[src/rtl/sfu_pkg.sv]
// Shared definitions for the SFU sequencer: FSM encoding, pipeline depth and
// the per-read tag that travels down the S0/S1 shift stages.
package sfu_pkg;

    localparam int unsigned SFU_PIPE_LAT = 2;

    localparam int unsigned ST_W     = 2;
    localparam logic [1:0]  ST_IDLE  = 2'd0;
    localparam logic [1:0]  ST_RUN   = 2'd1;
    localparam logic [1:0]  ST_DRAIN = 2'd2;
    localparam logic [1:0]  ST_DONE  = 2'd3;

    // Side information for one psum read, carried alongside the SRAM data.
    typedef struct packed {
        logic rd;     // a read was issued this cycle
        logic byp;    // pass-through mode
        logic first;  // first tap of an output row
        logic last;   // last tap of an output row (triggers write-back)
    } sfu_tag_t;

endpackage

[src/rtl/sfu_seq_ctrl_if.sv]
// Control/handshake bundle between the core FSM, psum SRAM, sfu and output SRAM
// and the sequencer. slave = sequencer side, master = environment side.
interface sfu_seq_ctrl_if #(
    parameter int unsigned ADDR_W = 8,
    parameter int unsigned LEN_W  = 5
);
    logic              start_i;
    logic [LEN_W-1:0]  cfg_len_i;
    logic              cfg_bypass_i;
    logic              out_ready_i;
    logic              psum_rd_o;
    logic [ADDR_W-1:0] psum_addr_o;
    logic              acc_o;
    logic              psum_bypass_o;
    logic              acc_clr_o;
    logic              out_wr_o;
    logic [ADDR_W-1:0] out_addr_o;
    logic              busy_o;
    logic              done_o;

    modport slave (
        input  start_i, cfg_len_i, cfg_bypass_i, out_ready_i,
        output psum_rd_o, psum_addr_o, acc_o, psum_bypass_o, acc_clr_o,
               out_wr_o, out_addr_o, busy_o, done_o
    );

    modport master (
        output start_i, cfg_len_i, cfg_bypass_i, out_ready_i,
        input  psum_rd_o, psum_addr_o, acc_o, psum_bypass_o, acc_clr_o,
               out_wr_o, out_addr_o, busy_o, done_o
    );
endinterface

[src/rtl/sfu_addr_gen.sv]
// Tap-major psum address walker. Address is base+o with base stepping by N
// per tap, so no multiplier is needed; overflow wraps modulo 2^ADDR_W.
module sfu_addr_gen
    import sfu_pkg::*;
#(
    parameter int unsigned ADDR_W  = 8,
    parameter int unsigned NUM_KIJ = 9,
    parameter int unsigned LEN_W   = 5
) (
    input  logic              clk,
    input  logic              reset,
    input  logic              init,
    input  logic              adv,
    input  logic [LEN_W-1:0]  cfg_len,
    input  logic              bypass,
    output logic [ADDR_W-1:0] addr_c,
    output logic [LEN_W-1:0]  oidx_c,
    output logic              first_c,
    output logic              row_end_c,
    output logic              last_c
);
    localparam int unsigned     K_W    = (NUM_KIJ > 1) ? $clog2(NUM_KIJ) : 1;
    localparam logic [K_W-1:0]  K_LAST = K_W'(NUM_KIJ - 1);

    logic [K_W-1:0]    k_q;
    logic [LEN_W-1:0]  o_q;
    logic [ADDR_W-1:0] base_q;

    // Row/run position decode for the read about to be issued.
    always_comb begin
        addr_c    = base_q + ADDR_W'(o_q);
        oidx_c    = o_q;
        first_c   = bypass || (k_q == '0);
        row_end_c = bypass || (k_q == K_LAST);
        last_c    = row_end_c && (o_q == (cfg_len - LEN_W'(1)));
    end

    // Step tap counter and base per read; move to the next output at row end.
    always_ff @(posedge clk) begin
        if (reset || init) begin
            k_q    <= '0;
            o_q    <= '0;
            base_q <= '0;
        end else if (adv) begin
            if (row_end_c) begin
                k_q    <= '0;
                base_q <= '0;
                o_q    <= o_q + LEN_W'(1);
            end else begin
                k_q    <= k_q + K_W'(1);
                base_q <= base_q + ADDR_W'(cfg_len);
            end
        end
    end

endmodule

[src/rtl/sfu_seq_ctrl.sv]
// SFU accumulation sequencer: FSM, read issue gating and the S0/S1/S2 stages
// that align acc/bypass/clear with psum data and issue output write-backs.
// Optional build macro SFU_CTRL_PERF_EN adds the perf_cycles_o busy counter.
module sfu_seq_ctrl
    import sfu_pkg::*;
#(
    parameter int unsigned ADDR_W  = 8,
    parameter int unsigned NUM_KIJ = 9,
    parameter int unsigned LEN_W   = 5
) (
    input  logic            clk,
    input  logic            reset,
    sfu_seq_ctrl_if.slave   bus
`ifdef SFU_CTRL_PERF_EN
    ,
    output logic [15:0]     perf_cycles_o
`endif
);
    localparam int unsigned DRN_W = (SFU_PIPE_LAT > 1) ? $clog2(SFU_PIPE_LAT) : 1;

    logic [ST_W-1:0]   state_q, state_d;
    logic [DRN_W-1:0]  drain_q, drain_d;
    logic              accept_c;
    logic              issue_c;

    logic [LEN_W-1:0]  cfg_len_q;
    logic              cfg_byp_q;

    logic [ADDR_W-1:0] addr_c;
    logic [LEN_W-1:0]  oidx_c;
    logic              first_c;
    logic              row_end_c;
    logic              last_c;

    sfu_tag_t          s0_tag_q;
    logic [ADDR_W-1:0] s0_oidx_q;
    logic [ADDR_W-1:0] rd_addr_q;
    logic              acc_q, byp_q, clr_q;
    logic              s1_wr_q;
    logic [ADDR_W-1:0] s1_oidx_q;
    logic              wr_q;
    logic [ADDR_W-1:0] out_addr_q;
    logic              busy_q, done_q;

    sfu_addr_gen #(
        .ADDR_W  (ADDR_W),
        .NUM_KIJ (NUM_KIJ),
        .LEN_W   (LEN_W)
    ) u_addr_gen (
        .clk       (clk),
        .reset     (reset),
        .init      (accept_c),
        .adv       (issue_c),
        .cfg_len   (cfg_len_q),
        .bypass    (cfg_byp_q),
        .addr_c    (addr_c),
        .oidx_c    (oidx_c),
        .first_c   (first_c),
        .row_end_c (row_end_c),
        .last_c    (last_c)
    );

    // FSM state and drain counter registers.
    always_ff @(posedge clk) begin
        if (reset) begin
            state_q <= ST_IDLE;
            drain_q <= '0;
        end else begin
            state_q <= state_d;
            drain_q <= drain_d;
        end
    end

    // Next state, start acceptance and row-gated read issue.
    always_comb begin
        state_d  = state_q;
        drain_d  = drain_q;
        accept_c = 1'b0;
        issue_c  = 1'b0;
        case (state_q)
            ST_IDLE: begin
                if (bus.start_i) begin
                    accept_c = 1'b1;
                    state_d  = (bus.cfg_len_i == '0) ? ST_DONE : ST_RUN;
                end
            end
            ST_RUN: begin
                issue_c = !first_c || bus.out_ready_i;
                if (issue_c && last_c) begin
                    state_d = ST_DRAIN;
                    drain_d = '0;
                end
            end
            ST_DRAIN: begin
                if (drain_q == DRN_W'(SFU_PIPE_LAT - 1)) begin
                    state_d = ST_DONE;
                end else begin
                    drain_d = drain_q + DRN_W'(1);
                end
            end
            ST_DONE: state_d = ST_IDLE;
            default: state_d = ST_IDLE;
        endcase
    end

    // Configuration is captured on start accept and frozen for the run.
    always_ff @(posedge clk) begin
        if (reset) begin
            cfg_len_q <= '0;
            cfg_byp_q <= 1'b0;
        end else if (accept_c) begin
            cfg_len_q <= bus.cfg_len_i;
            cfg_byp_q <= bus.cfg_bypass_i;
        end
    end

    // S0 read issue, S1 sfu controls, S2 write-back, plus status outputs.
    always_ff @(posedge clk) begin
        if (reset) begin
            s0_tag_q   <= '0;
            s0_oidx_q  <= '0;
            rd_addr_q  <= '0;
            acc_q      <= 1'b0;
            byp_q      <= 1'b0;
            clr_q      <= 1'b0;
            s1_wr_q    <= 1'b0;
            s1_oidx_q  <= '0;
            wr_q       <= 1'b0;
            out_addr_q <= '0;
            busy_q     <= 1'b0;
            done_q     <= 1'b0;
        end else begin
            s0_tag_q   <= '{rd: issue_c, byp: cfg_byp_q, first: first_c, last: row_end_c};
            s0_oidx_q  <= ADDR_W'(oidx_c);
            rd_addr_q  <= addr_c;
            acc_q      <= s0_tag_q.rd && !s0_tag_q.byp;
            byp_q      <= s0_tag_q.rd && s0_tag_q.byp;
            clr_q      <= s0_tag_q.rd && !s0_tag_q.byp && s0_tag_q.first;
            s1_wr_q    <= s0_tag_q.rd && s0_tag_q.last;
            s1_oidx_q  <= s0_oidx_q;
            wr_q       <= s1_wr_q;
            out_addr_q <= s1_oidx_q;
            busy_q     <= (state_q != ST_IDLE);
            done_q     <= (state_q == ST_DONE);
        end
    end

    assign bus.psum_rd_o     = s0_tag_q.rd;
    assign bus.psum_addr_o   = rd_addr_q;
    assign bus.acc_o         = acc_q;
    assign bus.psum_bypass_o = byp_q;
    assign bus.acc_clr_o     = clr_q;
    assign bus.out_wr_o      = wr_q;
    assign bus.out_addr_o    = out_addr_q;
    assign bus.busy_o        = busy_q;
    assign bus.done_o        = done_q;

`ifdef SFU_CTRL_PERF_EN
    // Busy-cycle counter for the most recent run; saturates, holds after done.
    always_ff @(posedge clk) begin
        if (reset) begin
            perf_cycles_o <= '0;
        end else if (accept_c) begin
            perf_cycles_o <= '0;
        end else if (busy_q && (perf_cycles_o != 16'hFFFF)) begin
            perf_cycles_o <= perf_cycles_o + 16'd1;
        end
    end
`endif

endmodule
[src/flat_wrapper.sv]
// flat-port wrapper written by rule: the top's interface ports become plain ports
module sfu_seq_ctrl_flat import sfu_pkg::*;
#(
    parameter int unsigned ADDR_W  = 8,
    parameter int unsigned NUM_KIJ = 9,
    parameter int unsigned LEN_W   = 5
)
  (clk, reset, bus_start_i, bus_cfg_len_i, bus_cfg_bypass_i, bus_out_ready_i, bus_psum_rd_o, bus_psum_addr_o, bus_acc_o, bus_psum_bypass_o, bus_acc_clr_o, bus_out_wr_o, bus_out_addr_o, bus_busy_o, bus_done_o);
  sfu_seq_ctrl_if #(.ADDR_W(ADDR_W), .LEN_W(LEN_W)) bus_i ();
  input  logic clk;
  input  logic reset;
  input wire logic [$bits(bus_i.start_i)-1:0] bus_start_i;
  input wire logic [$bits(bus_i.cfg_len_i)-1:0] bus_cfg_len_i;
  input wire logic [$bits(bus_i.cfg_bypass_i)-1:0] bus_cfg_bypass_i;
  input wire logic [$bits(bus_i.out_ready_i)-1:0] bus_out_ready_i;
  output wire logic [$bits(bus_i.psum_rd_o)-1:0] bus_psum_rd_o;
  output wire logic [$bits(bus_i.psum_addr_o)-1:0] bus_psum_addr_o;
  output wire logic [$bits(bus_i.acc_o)-1:0] bus_acc_o;
  output wire logic [$bits(bus_i.psum_bypass_o)-1:0] bus_psum_bypass_o;
  output wire logic [$bits(bus_i.acc_clr_o)-1:0] bus_acc_clr_o;
  output wire logic [$bits(bus_i.out_wr_o)-1:0] bus_out_wr_o;
  output wire logic [$bits(bus_i.out_addr_o)-1:0] bus_out_addr_o;
  output wire logic [$bits(bus_i.busy_o)-1:0] bus_busy_o;
  output wire logic [$bits(bus_i.done_o)-1:0] bus_done_o;
  assign bus_i.start_i = bus_start_i;
  assign bus_i.cfg_len_i = bus_cfg_len_i;
  assign bus_i.cfg_bypass_i = bus_cfg_bypass_i;
  assign bus_i.out_ready_i = bus_out_ready_i;
  assign bus_psum_rd_o = bus_i.psum_rd_o;
  assign bus_psum_addr_o = bus_i.psum_addr_o;
  assign bus_acc_o = bus_i.acc_o;
  assign bus_psum_bypass_o = bus_i.psum_bypass_o;
  assign bus_acc_clr_o = bus_i.acc_clr_o;
  assign bus_out_wr_o = bus_i.out_wr_o;
  assign bus_out_addr_o = bus_i.out_addr_o;
  assign bus_busy_o = bus_i.busy_o;
  assign bus_done_o = bus_i.done_o;
  sfu_seq_ctrl #(.ADDR_W(ADDR_W), .NUM_KIJ(NUM_KIJ), .LEN_W(LEN_W)) u_core (.clk(clk), .reset(reset), .bus(bus_i));
endmodule
[config.mk]
export PLATFORM = sky130hd
export DESIGN_NAME = sfu_seq_ctrl_flat
export DESIGN_NICKNAME = d
export VERILOG_FILES = /design/src/rtl/sfu_pkg.sv /design/src/rtl/sfu_seq_ctrl_if.sv /design/src/rtl/sfu_addr_gen.sv /design/src/rtl/sfu_seq_ctrl.sv /design/src/flat_wrapper.sv
export SDC_FILE = /design/constraint.sdc
export NUM_CORES = 1
export LEC_CHECK = 0
export BUFFER_PORTS_ARGS = -buffer_cell sky130_fd_sc_hd__buf_2
export CORE_MARGIN = 5
export CORE_UTILIZATION = 57
export DETAILED_ROUTE_END_ITERATION = 7
export GPL_ROUTABILITY_DRIVEN = 1
export PLACE_DENSITY_LB_ADDON = 0.3
export REMOVE_ABC_BUFFERS = 1
export SYNTH_ARGS = -nofsm -noshare
export SYNTH_HDL_FRONTEND = slang
export SYNTH_SLANG_ARGS = --single-unit
[constraint.sdc]
create_clock -name clk -period 2.9 [get_ports clk]
set_clock_uncertainty 0.2 [all_clocks]
set_input_delay 0.58 -clock clk [delete_from_list [all_inputs] [get_ports clk]]
set_output_delay 0.58 -clock clk [all_outputs]
set_load 0.05 [all_outputs]
==> results of run 1 <==
[metal layers]
metal	vias up	GRT usage, %
met3	12	4.28
li1	994	-
met2	40	26.8
met1	898	20.4
met5	-	0
met4	0	10.8
[synth_stat cells (all sizes together), types with 2 or more instances]
| cell type | n | area (sq um) |
|---|---|---|
| dfxtp | 60 | 1200 |
| nor2 | 29 | 109 |
| nor2b | 23 | 144 |
| nand2 | 21 | 81.3 |
| a21oi | 20 | 100 |
| ha | 19 | 238 |
| inv | 14 | 52.6 |
| xor2 | 11 | 96.3 |
| nand3 | 10 | 50.1 |
| xnor2 | 9 | 78.8 |
| clkbuf | 8 | 30.0 |
| nor3 | 8 | 40.0 |
| buf | 6 | 38.8 |
| o21ai | 6 | 33.8 |
| a21o | 5 | 37.5 |
| nand4 | 4 | 25.0 |
| a31oi | 3 | 18.8 |
| and2 | 3 | 18.8 |
| and3 | 2 | 12.5 |
| fa | 2 | 40.0 |
| nand2b | 2 | 12.5 |
| nor3b | 2 | 20.0 |
| nor4 | 2 | 18.8 |
| o211ai | 2 | 15.0 |
[metrics by stage]
step	cells	setup slack [ns]	hold WS [ns]
floorplan	271	0.869	0.195
global placement	354	0.738	0.209
detailed placement	354	0.646	0.217
CTS	370	0.603	0.232
global route	370	0.500	0.251
finish	370	0.613	0.232
[worst min-delay path by stage]
stage | end | slack [ns] | depth (start not counted)
2_1_floorplan | u_core.bus.acc_o | 0.20 | 1
6_report | u_core.bus.acc_clr_o | 0.23 | 1
3_5_place_dp | u_core.bus.acc_clr_o | 0.22 | 1
4_1_cts | u_core.bus.acc_o | 0.23 | 1
5_1_grt | u_core.bus.out_wr_o | 0.25 | 1
3_3_place_gp | u_core.bus.acc_clr_o | 0.21 | 1
[sequential cells by signal (all words and copies together) (netlist names), 2 cells and up]
signal                    cells
u_core.bus.psum_addr_o        8
u_core.u_addr_gen.base_q      8
u_core.bus.out_addr_o         5
u_core.cfg_len_q              5
u_core.s0_oidx_q              5
u_core.s1_oidx_q              5
u_core.u_addr_gen.oidx_c      5
u_core.u_addr_gen.k_q         4
u_core.s0_tag_q               3
u_core.state_q                2
[layout by cell type, fill, tap and decap left out, drive strengths merged, types with 3 or more instances in the layout]
master and n:
dfxtp 60, ha 19, nand3 10, clkinv 3
buf 31, inv 14, conb 3, a21o 5
a21oi 20, nand4 4, xor2 11, nor2 29
nor3 8, a31oi 3, xnor2 9, clkbuf 10
and2 3, nand2 21, nor2b 23, o21ai 6
[worst register-to-register path: stages, from the launching register on]
cell                       delay [ns]
sky130_fd_sc_hd__dfxtp_1         0.46
sky130_fd_sc_hd__ha_1            0.23
sky130_fd_sc_hd__inv_1           0.06
sky130_fd_sc_hd__fa_1            0.37
sky130_fd_sc_hd__nor2b_1         0.15
sky130_fd_sc_hd__o21ai_0         0.11
sky130_fd_sc_hd__a21boi_0        0.25
sky130_fd_sc_hd__o21ai_0         0.14
sky130_fd_sc_hd__xor2_1          0.15
sky130_fd_sc_hd__nor2_1          0.05
[cells by family after synthesis]
logic type | Yosys count
DFF | 60
and+or+nand+nor | 112
xor gates and xnor gates | 20
buffers and inverters | 28
adders and majority gates | 21
other | 1
AOI/OAI and AO/OA | 41
[power groups by stage]
stage	clock, uW	combinational, uW	sequential, uW
6_report	752	434	919
5_1_grt	814	487	928
4_1_cts	767	435	920
3_5_place_dp	0	431	939
3_3_place_gp	0	424	937
2_1_floorplan	0	297	963
[cell type report]
cell class,instances,area (sq um),share of cell area [%]
Sequential cell,60,1200,40.4
Timing Repair Buffer,31,160,5.38
Inverter,14,52.6,1.77
Clock inverter,6,63.8,2.14
Multi-Input combinational cell,197,1300,43.5
Tap cell,52,65.1,2.19
Clock buffer,10,138,4.62
==> run summary, run 1 <==
The run finished with clean final reports. Entering global routing, the biggest net connects 41 pins. The main combinational cell family by area after synthesis is simple AND/OR/NAND/NOR gates. The relative contribution of the clock network to total power is 35.7%. In this run the number of cells on the critical path is 9. After detailed routing, the wire length on met1 is 2120 microns. The row count is 24. The amount of wire on met3 after detailed routing came out at 254 microns.

The signal on the critical path passes through ha_1 > inv_1 > fa_1 > nor2b_1 > o21ai_0 > a21boi_0 > o21ai_0 > xor2_1 > nor2_1. The total setup violations reported at the end of the flow came out at 0. The first-pass iteration count of the detailed router is 4. The tool flagged a number of max-cap violations equal to 0. The number of cells produced by synthesis is 283.

The die width is 77.7 microns. The leakage power came out at 0.00132 uW. The arrival time reported for the critical path endpoint came out at 2.31 ns. The count of buffers inserted at the top-level ports came out at 29. The total I/O pin count is 33. The switching fraction of total power came out at 31.4%. The latest clock arrival within the worst-skew pair is 0.34 ns. The clock passes through at most 2 buffers. The filler cells instantiated in the layout total 373.

The number of hold violations in the final report came out at 0. The number of synthesis warnings came out at 0. Summing the areas of all and, or, nand and nor instances in the mapped netlist gives 22.0% of the synthesized area. The startpoint identified for the worst hold timing path is u_core.s0_tag_q[1]. The initial cell density of the core came out at 59.2%.

The register area share after synthesis came out at 46.0%. The startpoint identified for the worst register-to-register timing path is u_core.u_addr_gen.oidx_c[0]. The relative area change from synthesis to final layout is 14.0%.

In this design, the largest share of critical-path delay is due to adder cells. The number of nets in the layout is 344. The iteration-0 DRC count of the detailed router is 67.

The half-perimeter wire length after detailed placement is 3360 microns. The number of slew-limit violations in the final report came out at 0. The standard cell core area came out at 4410 sq um.

Global routing used 17.0% of the available tracks across all layers. Counting flops with an async set or reset pin after synthesis yields a share of 0%. The clock slew seen by the registers of the worst setup and hold paths came out at 0.07 ns. After detailed routing, the average wire length per cell comes to 12.8 microns.

The total number of clock tree sinks is 60. The die is 77.7 microns tall. The critical path class is reg -> reg. The tree is rooted in a sky130_fd_sc_hd__clkbuf_8.

For this run, the top clock speed supported by timing is 0.437 GHz. The max-slew headroom at the worst pin is 55.9%. Measured in cells, the most critical reg-to-reg path has a length of 9. The slack of the worst reg-to-reg path is 0.61 ns. The via count of the first global-routing pass came out at 1831. The multiplexer fraction of the synthesized cell area is 0%. The post-cts repair resize count came out at 0. The library cell appearing most often on the critical path is sky130_fd_sc_hd__o21ai_0. After routing the design area is 2980 sq um. The shortest period the worst path allows came out at 2.29 ns.

The number of vias in the routed layout came out at 1944. Buffers added to address setup during post-CTS repair amount to 0. The endpoint required time on the critical path is 2.92 ns. The number of enable-type register cells in the synthesized netlist came out at 0. The worst register-to-register path ends at u_core.bus.psum_addr_o[6]. The number of antenna-violating nets in the routed design came out at 0. The slowest stage of the critical path is the sky130_fd_sc_hd__dfxtp_1 cell.

The internal power of the cells is 1440 uW. After layout, the design draws a total of 2110 uW. On the worst path, the slowest cell contributes a delay of 0.46 ns.

The distinct cell type count after synthesis came out at 42. In this run the worst hold path is classified as reg -> reg. Summing the areas of all xor and xnor instances in the mapped netlist gives 6.71% of the synthesized area.

The met2 routed wirelength came out at 2220 microns. The first global-routing pass estimated 8140 microns of wire. The power density over cell area came out at 707 nW/um^2. Dividing the synthesized area by the synthesized cell count gives 9.23 sq um. The initial antenna violation count is 0. The uppermost signal routing layer after detailed routing is met4. The combinational fraction of design power came out at 20.6%. The per-cell via count in the routed design is 5.25. CTS built an H-tree with a depth of 3.

The number of clock buffers added by TritonCTS is 9. The clock tree from TritonCTS is built. Together, buffers and inverters on the worst path number 1. For this run, the leading register cell type out of synthesis is sky130_fd_sc_hd__dfxtp_1.

The total grt overflow is 0. The antenna diode count is 0. The critical path endpoint category is a flip-flop. In the finished design, the share of the clock period the worst path needs comes to 78.9%. The fraction of final layout cells with drive strength greater than 1 came out at 16.4%. Once layout is complete, the utilization of the core stands at 67.4%.

The global placer's final weighted congestion is 0.835. The area share of fa/ha/maj cells after synthesis came out at 10.6%. The post-route DRC violation count came out at 0. In this run the worst setup path terminates at u_core.bus.psum_addr_o[6]. The synthesized netlist devotes 9.82% of its cell area to compound gates.

The final routed wirelength across all metal layers is 4750 microns. For this design the total switching power over the nets is 661 uW. Setup repair after global routing left no endpoint under its margin. The number of hold buffers added after CTS was 0.

The worst-path maximum fanout is 6. After routing, the total negative slack on setup checks comes to 0 ns. The fraction of power consumed by sequential logic came out at 43.7%.

The sort of element at the start of the critical path is a flip-flop. The number of storage elements in the synthesis netlist is 60. The launching instance or port of the critical path is u_core.u_addr_gen.oidx_c[0]. The measured slew at the worst slew-check pin came out at 0.660 ns. The maximum VDD drop is 0.413 mV. The synthesized netlist occupies a cell area of 2610 sq um. The die covers 6030 sq um. The cell area after placement came out at 2780 sq um.
Note: power is estimated with default switching activity, not from simulation.
==> run 2: changes to the inputs <==
- CORE_UTILIZATION: 57 -> 51
- clock period: 2.9 -> 2.1 ns (I/O delays scaled with it)
==> run 2 against run 1 <==
Maximum frequency rose by 14%. Sequential power is 38% higher. Sequential cell count unchanged. Final area rose by 5.6%. Via count grew 2.3%. Non-clock buffer count grew 11. Combinational power increased by 58%. First-iteration DRC count is 24% higher. Critical path depth is 1 lower. Die area rose by 10%. Clock power rose by 33%. Highest routed layer unchanged.
==> run summary, run 2 (synthesis gave the netlist of run 1 again) <==
The run finished with clean final reports. The first-pass GRT wire length is 8230 microns. The worst hold path was traced through 3 stages. The routed wire length per instance is 12.5 microns. Subtracting the final worst setup slack from the clock period gives 2.00 ns. The floorplan step defined a die boundary enclosing 6650 sq um. The row count is 26. Summed over all layers, the global routing overflow is 0. The number of hold violations in the final report came out at 0. The net count of the finished layout is 355.

During I/O placement, the number of pins put on the boundary was 33. The count of buffers inserted at the top-level ports is 29. Max-cap violations in this run came to 0. The die extent in y is 81.6 microns. Dividing total power by cell area gives a power density of 940 nW/um^2. Timing would allow up to 0.500 GHz. The core region is 5040 sq um.

In this run, the number of DRC markers left after iteration 0 of detailed routing was 83. The depth of the most critical reg-to-reg path came out at 8. Final hold analysis gives a worst-case slack of 0.146 ns. The total number of clock tree sinks is 60.

The buffer depth of the longest clock path is 2. STA puts the critical path data required time at 2.13 ns. The pre-antenna-repair detailed-routing pass consisted of 4 iterations. Dividing the detail-routed via count by the number of cells gives 4.98.

Summing over every cut layer, the via total after detailed routing is 1988. The repair_antennas step left the layout with diodes totalling 0. Setup violations remaining at the end of the flow were counted as 0.

VDD sags by at most 0.451 mV. The clock slew seen by the registers of the worst setup and hold paths is 0.07 ns. The half-perimeter wire length after detailed placement came out at 3550 microns. The H-tree depth is 3. The fraction of final layout cells with drive strength greater than 1 is 24.6%.

The leakage power came out at 0.00137 uW. The library cell used most frequently in the layout, excluding fill and tap cells, is sky130_fd_sc_hd__dfxtp_1. By startpoint and endpoint, the worst setup path is classified as reg -> reg. Power comes to 2960 uW. The die width is 81.6 microns. The via count of the first global-routing pass is 1798. The number of buffers created by CTS came out at 9. The post-route DRC violation count came out at 0. Along the worst path, the maximum fanout reaches 4. The sort of element at the start of the critical path is a flip-flop. The relative area change from synthesis to final layout came out at 20.4%.

The filler cells instantiated in the layout total 418. The number of antenna-violating nets in the routed design is 0. The initial antenna violation count came to 0. At the later pin of the worst-skew pair, clock insertion delay measures 0.34 ns. The congestion estimate from routability-driven global placement came to 0.833. The number of slew-limit violations in the final report came to 0. The final critical path takes up 95.2% of the cycle. In the layout the commonest cells are sky130_fd_sc_hd__dfxtp_1, sky130_fd_sc_hd__nor2_1, sky130_fd_sc_hd__buf_2. STA classifies the critical path endpoint as a flip-flop.

The number of buffers added to fix hold violations after cts is 0. CTS placed an instance of sky130_fd_sc_hd__clkbuf_8 at the clock tree root. Setup repair after global routing could not meet its margin everywhere.

Summed over all layers, the routed wires come to 4980 microns. The clock tree from TritonCTS is built. Global routing used 16.5% of the available tracks across all layers. The min-delay analysis places its worst path in the category in -> reg.

Once the floorplan was initialized, standard cells occupied 51.8% of the core. The arrival time reported for the critical path endpoint is 2.03 ns. Entering global routing, the biggest net connects 41 pins.
[run 2: power by group]
group | total (uW) | switching [uW] | internal [uW]
Sequential | 1270 | 62.9 | 1210
Combinational | 687 | 421 | 266
Clock | 997 | 457 | 540
Total | 2960 | 942 | 2020
[run 2: metrics by stage]
| stage | area, sq um | setup WS, ns | utilization [%] | TNS, ns | cells |
|---|---|---|---|---|---|
| final | 3140 | 0.101 | 62.4 | 0 | 399 |
| after global routing | 3140 | -0.0367 | 62.4 | -0.0578 | 399 |
| after CTS | 3070 | 0.0148 | 60.9 | 0 | 397 |
| after detailed placement | 2870 | -0.0231 | 56.8 | -0.0390 | 381 |
| after global placement | 2870 | 0.0399 | 56.8 | 0 | 381 |
| after floorplan | 2550 | 0.0687 | - | 0 | 271 |
[run 2: path summary, 6_finish.rpt]
| check | from | to | slack [ns] |
|---|---|---|---|
| hold reg to reg | u_core.s0_tag_q[1] | u_core.bus.acc_clr_o | 0.23 |
| setup reg to reg | u_core.cfg_len_q[0] | u_core.u_addr_gen.base_q[6] | 0.10 |
| setup / recovery | u_core.cfg_len_q[0] | u_core.u_addr_gen.base_q[6] | 0.10 |
| hold / removal | bus_cfg_len_i[2] | u_core.cfg_len_q[2] | 0.15 |
[run 2: per-layer routing]
layer | part of all wire (%) | global-route usage (%) | up-vias
met5 | 0 | 0 | -
met2 | 48 | 25.2 | 33
met1 | 46 | 20.8 | 923
met3 | 4.4 | 5.92 | 8
li1 | - | - | 1024
met4 | 1.7 | 7.60 | 0
[run 2: layout make-up]
cell class                 count  area (sq um)  share of cell area, %
clock buffer                   9           124                   3.94
multi-input combinational    197          1360                   43.1
clock inverter                 7          67.6                   2.15
timing repair buffer          42           243                   7.72
tap                           70          87.6                   2.79
inverter                      14          52.6                   1.67
sequential                    60          1210                   38.6
[run 2: worst max-delay path: stages, from the launching register on]
cell,delay (ns)
sky130_fd_sc_hd__dfxtp_2,0.34
sky130_fd_sc_hd__ha_2,0.18
sky130_fd_sc_hd__fa_2,0.34
sky130_fd_sc_hd__a21o_1,0.17
sky130_fd_sc_hd__a21oi_2,0.16
sky130_fd_sc_hd__nor2b_1,0.07
sky130_fd_sc_hd__o211ai_1,0.20
sky130_fd_sc_hd__xor2_1,0.18
sky130_fd_sc_hd__nor2_1,0.05
[run 2: what timing repair did]
item	in CTS	in global routing
pin swaps	0	14
gates resized for setup	5	19
endpoints found under the setup margin	5	9
buffers inserted	0	2
cloned	0	0
